[config.mk]
export PLATFORM = sky130hd
export DESIGN_NAME = instr_fetch_unit
export DESIGN_NICKNAME = d
export VERILOG_FILES = /design/src/rtl/instr_fetch_unit.sv
export SDC_FILE = /design/constraint.sdc
export NUM_CORES = 1
export LEC_CHECK = 0
export ABC_AREA = 1
export CORE_MARGIN = 5
export CORE_UTILIZATION = 50
export CTS_CLUSTER_DIAMETER = 100
export DETAILED_ROUTE_END_ITERATION = 10
export HOLD_SLACK_MARGIN = 0.1
export PLACE_DENSITY = 0.72
export SYNTH_ARGS = -nofsm -noshare
export SYNTH_HDL_FRONTEND = slang
export SYNTH_SLANG_ARGS = --single-unit
export TNS_END_PERCENT = 50
[constraint.sdc]
create_clock -name clk -period 6.9 [get_ports clk]
set_input_delay 1.38 -clock clk [delete_from_list [all_inputs] [get_ports clk]]
set_output_delay 1.38 -clock clk [all_outputs]
set_load 0.05 [all_outputs]
[src/rtl/instr_fetch_unit.sv]
// Instruction fetch unit: single-outstanding memory fetch FSM feeding a prefetch FIFO of {pc, instr}.
// Define IFU_STAT_EN to add the stat_fetch / stat_discard counters.
module instr_fetch_unit #(
  parameter int unsigned           ADDR_LEN  = 32,
  parameter int unsigned           INSTR_LEN = 32,
  parameter int unsigned           DEPTH     = 4,
  parameter logic [ADDR_LEN-1:0]   RESET_PC  = '0
) (
  input  logic                 clk,
  input  logic                 rst,
  input  logic                 redirect,
  input  logic [ADDR_LEN-1:0]  redirect_pc,
  output logic                 mem_req,
  output logic [ADDR_LEN-1:0]  mem_addr,
  input  logic                 mem_ack,
  input  logic [INSTR_LEN-1:0] mem_rdata,
  output logic                 instr_valid,
  output logic [INSTR_LEN-1:0] instr,
  output logic [ADDR_LEN-1:0]  instr_pc,
  input  logic                 instr_ready
`ifdef IFU_STAT_EN
  ,
  output logic [31:0]          stat_fetch,
  output logic [31:0]          stat_discard
`endif
);

  localparam int unsigned PW = (DEPTH > 1) ? $clog2(DEPTH) : 1;
  localparam int unsigned CW = PW + 1;

  typedef enum logic [1:0] {IDLE, REQ, DRAIN} state_t;

  state_t               state, state_next;
  logic [ADDR_LEN-1:0]  fetch_pc, fetch_pc_next, target;
  logic [PW-1:0]        rd_ptr, wr_ptr, rd_ptr_next, wr_ptr_next;
  logic [CW-1:0]        count, count_pop, count_next;
  logic                 push, pop, discard;
  logic [ADDR_LEN-1:0]  head_pc_next;
  logic [INSTR_LEN-1:0] head_instr_next;

  logic [ADDR_LEN-1:0]  pc_mem    [DEPTH];
  logic [INSTR_LEN-1:0] instr_mem [DEPTH];

  always_comb begin
    pop        = instr_valid && instr_ready && !redirect;
    push       = (state == REQ) && mem_ack && !redirect;
    discard    = mem_ack && (((state == REQ) && redirect) || (state == DRAIN));
    target     = redirect_pc & ~ADDR_LEN'(3);
    count_pop  = count - CW'(pop);
    count_next = redirect ? '0 : count_pop + CW'(push);
    rd_ptr_next = redirect ? '0 : rd_ptr + PW'(pop);
    wr_ptr_next = redirect ? '0 : wr_ptr + PW'(push);
    fetch_pc_next = redirect ? target : (push ? fetch_pc + ADDR_LEN'(4) : fetch_pc);

    // A request is only issued when a slot is free after this edge, so an ack can always push.
    state_next = state;
    unique case (state)
      IDLE:    if (count_next < CW'(DEPTH)) state_next = REQ;
      REQ: begin
        if (redirect)                                    state_next = mem_ack ? REQ : DRAIN;
        else if (mem_ack && (count_next >= CW'(DEPTH))) state_next = IDLE;
      end
      DRAIN:   if (mem_ack) state_next = REQ;
      default: state_next = IDLE;
    endcase

    // Head registers track the entry at the read pointer after this edge, bypassing a push into an empty queue.
    head_pc_next    = instr_pc;
    head_instr_next = instr;
    if (push && (count_pop == '0)) begin
      head_pc_next    = fetch_pc;
      head_instr_next = mem_rdata;
    end else if (count_next != '0) begin
      head_pc_next    = pc_mem[rd_ptr_next];
      head_instr_next = instr_mem[rd_ptr_next];
    end
  end

  always_ff @(posedge clk) begin
    if (push) begin
      pc_mem[wr_ptr]    <= fetch_pc;
      instr_mem[wr_ptr] <= mem_rdata;
    end
  end

  always_ff @(posedge clk or negedge rst) begin
    if (!rst) begin
      state       <= IDLE;
      fetch_pc    <= RESET_PC;
      rd_ptr      <= '0;
      wr_ptr      <= '0;
      count       <= '0;
      mem_req     <= 1'b0;
      mem_addr    <= RESET_PC;
      instr_valid <= 1'b0;
      instr       <= '0;
      instr_pc    <= '0;
    end else begin
      state       <= state_next;
      fetch_pc    <= fetch_pc_next;
      rd_ptr      <= rd_ptr_next;
      wr_ptr      <= wr_ptr_next;
      count       <= count_next;
      mem_req     <= (state_next != IDLE);
      // DRAIN keeps presenting the orphaned address until its ack.
      if (state_next == REQ) mem_addr <= fetch_pc_next;
      instr_valid <= (count_next != '0);
      instr       <= head_instr_next;
      instr_pc    <= head_pc_next;
    end
  end

`ifdef IFU_STAT_EN
  always_ff @(posedge clk or negedge rst) begin
    if (!rst) begin
      stat_fetch   <= '0;
      stat_discard <= '0;
    end else begin
      if (push)    stat_fetch   <= stat_fetch + 32'd1;
      if (discard) stat_discard <= stat_discard + 32'd1;
    end
  end
`endif

endmodule

==> results.md <==
* Area Overhead vs Synth at 20.0%
* Initial Util at about 50%
* # rows at 66
* CP arrival at 5.62 ns
* Top FF cell, synth: edfxtp_1
* Clock root buffer: clkbuf_16
* Die X at about 190 um
* Critical Path Start Type: input port
* Worst Skew at 0.0120 ns
* Hold_buf cts at 0
* Net Count, Synth at 1555
* CTS tree: done
* Minimum clock period at 5.23 ns
* Clk_lat worst skew at 0.51 ns
* Reg2reg end: instr[8]$_DFFE_PN0P_
* CP max FO at 47
* Final setup fails at 0
* Bufs on Longest Clock Path at 3
* Switching share of total power at a little under two fifths
* Post-DP HPWL at roughly 23000 um
* Grt ovf at 0
* Final nets at about 1.7k
* RSZ-0062 raised after global routing: false
* TNS Setup at 0 ns
* Crit Path Class: in -> reg
* Mean Syn Cell Area at 11.0 um2
* Hold Path Class: reg -> reg
* YS warnings at 0
* Final hold slack at approximately 0.48 ns
* Routed WL at 38400 um
* Setup ws final at between 1.5 and 2 ns
* Layout cells sized above 1 at 7.19%
* Post_cts resized at 0
* Mapped cell area at 0.0162 mm2
* Core area at 0.0323 mm2
* Die height at 190 um
* Max-Cap Viols at 0
* PortBufs at ~160
* Number of synthesized flops with an enable pin at 256
* Clock sink total at 395
* Clock network power share at 25.9%
* Final GP Congestion at 0.856
* Routed Antenna Nets at 0
* Via density at 5.42
* Total CTS buffers at 40
* Placed instance area at approximately 0.018 mm2
* Register area share after synthesis at about 69%
* DR WL/cell at roughly 18 um
* Worst Hold End: mem_addr[10]$_DFFE_PN0N_
* Post-Syn Instances at 1479
* Leakage power at 7.52 nW
* Internal Power at 4.93 mW
* Worst slew pin tran at 1.06 ns
* Vias in the first global route at around 11k
* Top cells by area, synth: edfxtp_1 47%, dfrtp_1 21%, nand2_1 9.3%
* Reg clk slew, reported paths at 0.06 ns
* Pre-CTS setup slack at 1.15 ns
* Status: finished, final reports clean
* Worst vdd ir at between 0.2 and 0.3 mV
* ANT cells at 0
* Initial DRC count at 984
* Critical path required time at 7.29 ns
* Distinct cells, synth at 45
* I/O pin count at between 150 and 200
* DRT Pass-1 Iters at 5
* Worst Setup End Kind: flip-flop
* Largest net degree at the start of global routing at 96
* Worst hold path startpoint: mem_addr[10]$_DFFE_PN0N_
* Synth area leader: edfxtp_1
* First-pass GRT wire length at 61500 um
* Final core occ at 60.2%
* Hold Path Stages at 2
* Worst reg2reg path depth at 12
* Fmax at between 150 and 200 MHz
* R2r startpoint: instr_valid$_DFF_PN0_
* Design area at 0.0194 mm2
* Post-CTS Setup Bufs at 0
* Synth cell count leaders: 400 x nand2_1, 256 x edfxtp_1, 164 x nor2_1, 139 x dfrtp_1, 102 x o21ai_0
* Switching power at 2.96 mW
* Comb pwr share at 34.2%
* Initial antenna violation count at 1
* Final Max Tran Viols at 0
* Slew headroom at between 20 and 30%
* Via count at between 10k and 15k
* Sequential power share at between 30% and 40%
* Worst reg-to-reg setup slack at between 2 and 3 ns
* Total track usage at a little over a fifth
* H-tree levels at 2
* Yosys top cell area share at 47.5%
* Top-count cell post-synth: nand2_1
* Post-synth ARST share at between 30% and 40%
* Power Density at between 400 and 500 mW/mm2
* #FFs+latches synth at 395
* DRC errors left at 0
* Hold Vio Cnt, Final at 0
* Final Cycle Share at about three quarters
* Die Footprint at approximately 0.036 mm2
## layer usage
metal | GRT usage [%] | wire (um) | vias up
li1 | - | - | 5392
met1 | 30.6 | 17100 | 5489
met2 | 33.7 | 17500 | 417
met3 | 4.50 | 3050 | 63
met4 | 4.67 | 613 | 2
met5 | 0 | 13 | -
## worst max-delay path by stage
| stage | cells past startpoint | slack [ns] | end | startpoint |
|---|---|---|---|---|
| 3_5_place_dp | 12 | 1.15 | instr[8]$_DFFE_PN0P_ | redirect |
| 2_1_floorplan | 6 | 0.04 | instr_mem[0][0]$_DFFE_PP_ | redirect |
| 6_report | 12 | 1.67 | instr[8]$_DFFE_PN0P_ | redirect |
| 4_1_cts | 12 | 1.68 | instr[8]$_DFFE_PN0P_ | redirect |
| 3_3_place_gp | 10 | 1.21 | instr[7]$_DFFE_PN0P_ | redirect |
| 5_1_grt | 12 | 1.30 | instr[21]$_DFFE_PN0P_ | redirect |
## placed cells by master (no fill, tap or decap), drive strengths merged, types with 20 or more instances in the layout
master | synthesis | final
o22ai | 53 | 53
nand3 | 104 | 104
o211ai | 20 | 20
nor2 | 169 | 169
o21ai | 115 | 115
clkbuf | 45 | 54
edfxtp | 256 | 256
nand2 | 404 | 404
clkdlybuf4s50 | 0 | 163
inv | 60 | 59
dfrtp | 139 | 139
## sequential cells by signal, summed over array words and instances (netlist names)
| register | flops |
|---|---|
| state | 2 |
| instr_mem | 128 |
| instr_valid | 1 |
| instr_pc | 32 |
| rd_ptr | 2 |
| mem_req | 1 |
| mem_addr | 32 |
| instr | 32 |
| fetch_pc | 32 |
| wr_ptr | 2 |
| count | 3 |
| pc_mem | 128 |
## power groups by stage
stage / clock, mW / combinational [mW] / sequential (mW)
final: 2.04 / 2.69 / 3.15
after detailed placement: 0 / 2.71 / 3.19
after CTS: 2.09 / 2.72 / 3.15
after global placement: 0 / 2.68 / 3.18
after global routing: 2.19 / 2.90 / 3.20
after floorplan: 0 / 0.876 / 4.09
## cell families (layout without fill, tap and decap cells)
| group | Yosys count | after routing | share of synthesized area (%) |
|---|---|---|---|
| adder cells (fa/ha/maj) | 7 | 7 | 0.541 |
| flip-flops | 395 | 395 | 68.9 |
| AND/OR/NAND/NOR | 717 | 717 | 18.6 |
| AO/OA/AOI/OAI | 218 | 218 | 7.80 |
| buffers and inverters | 135 | 312 | 3.65 |
| XOR/XNOR | 7 | 7 | 0.425 |
## critical path, cell delays in order
cell	delay, ns
clkdlybuf4s50_1	0.76
nor2_1	0.16
ha_1	0.23
ha_1	0.29
nand2_1	0.07
inv_1	0.06
nand3_4	0.41
inv_2	0.55
nor2_4	0.98
inv_2	0.41
o22ai_1	0.24
nor2_1	0.06
## layout make-up
| cell class | instances | area (um2) |
|---|---|---|
| Inverter | 60 | 229 |
| Tap cell | 442 | 553 |
| Timing Repair Buffer | 180 | 1780 |
| Sequential cell | 395 | 11200 |
| Fill cell | 2599 | 12900 |
| Multi-Input combinational cell | 949 | 4470 |
| Clock buffer | 54 | 1100 |
| Clock inverter | 18 | 138 |
## metrics by stage
| stage | instances | power (mW) |
|---|---|---|
| after floorplan | 1479 | 4.97 |
| after global placement | 2026 | 5.87 |
| after detailed placement | 2026 | 5.90 |
| after CTS | 2098 | 7.96 |
| after global routing | 2098 | 8.29 |
| final | 2098 | 7.89 |
(Power assumes the default switching activity.)
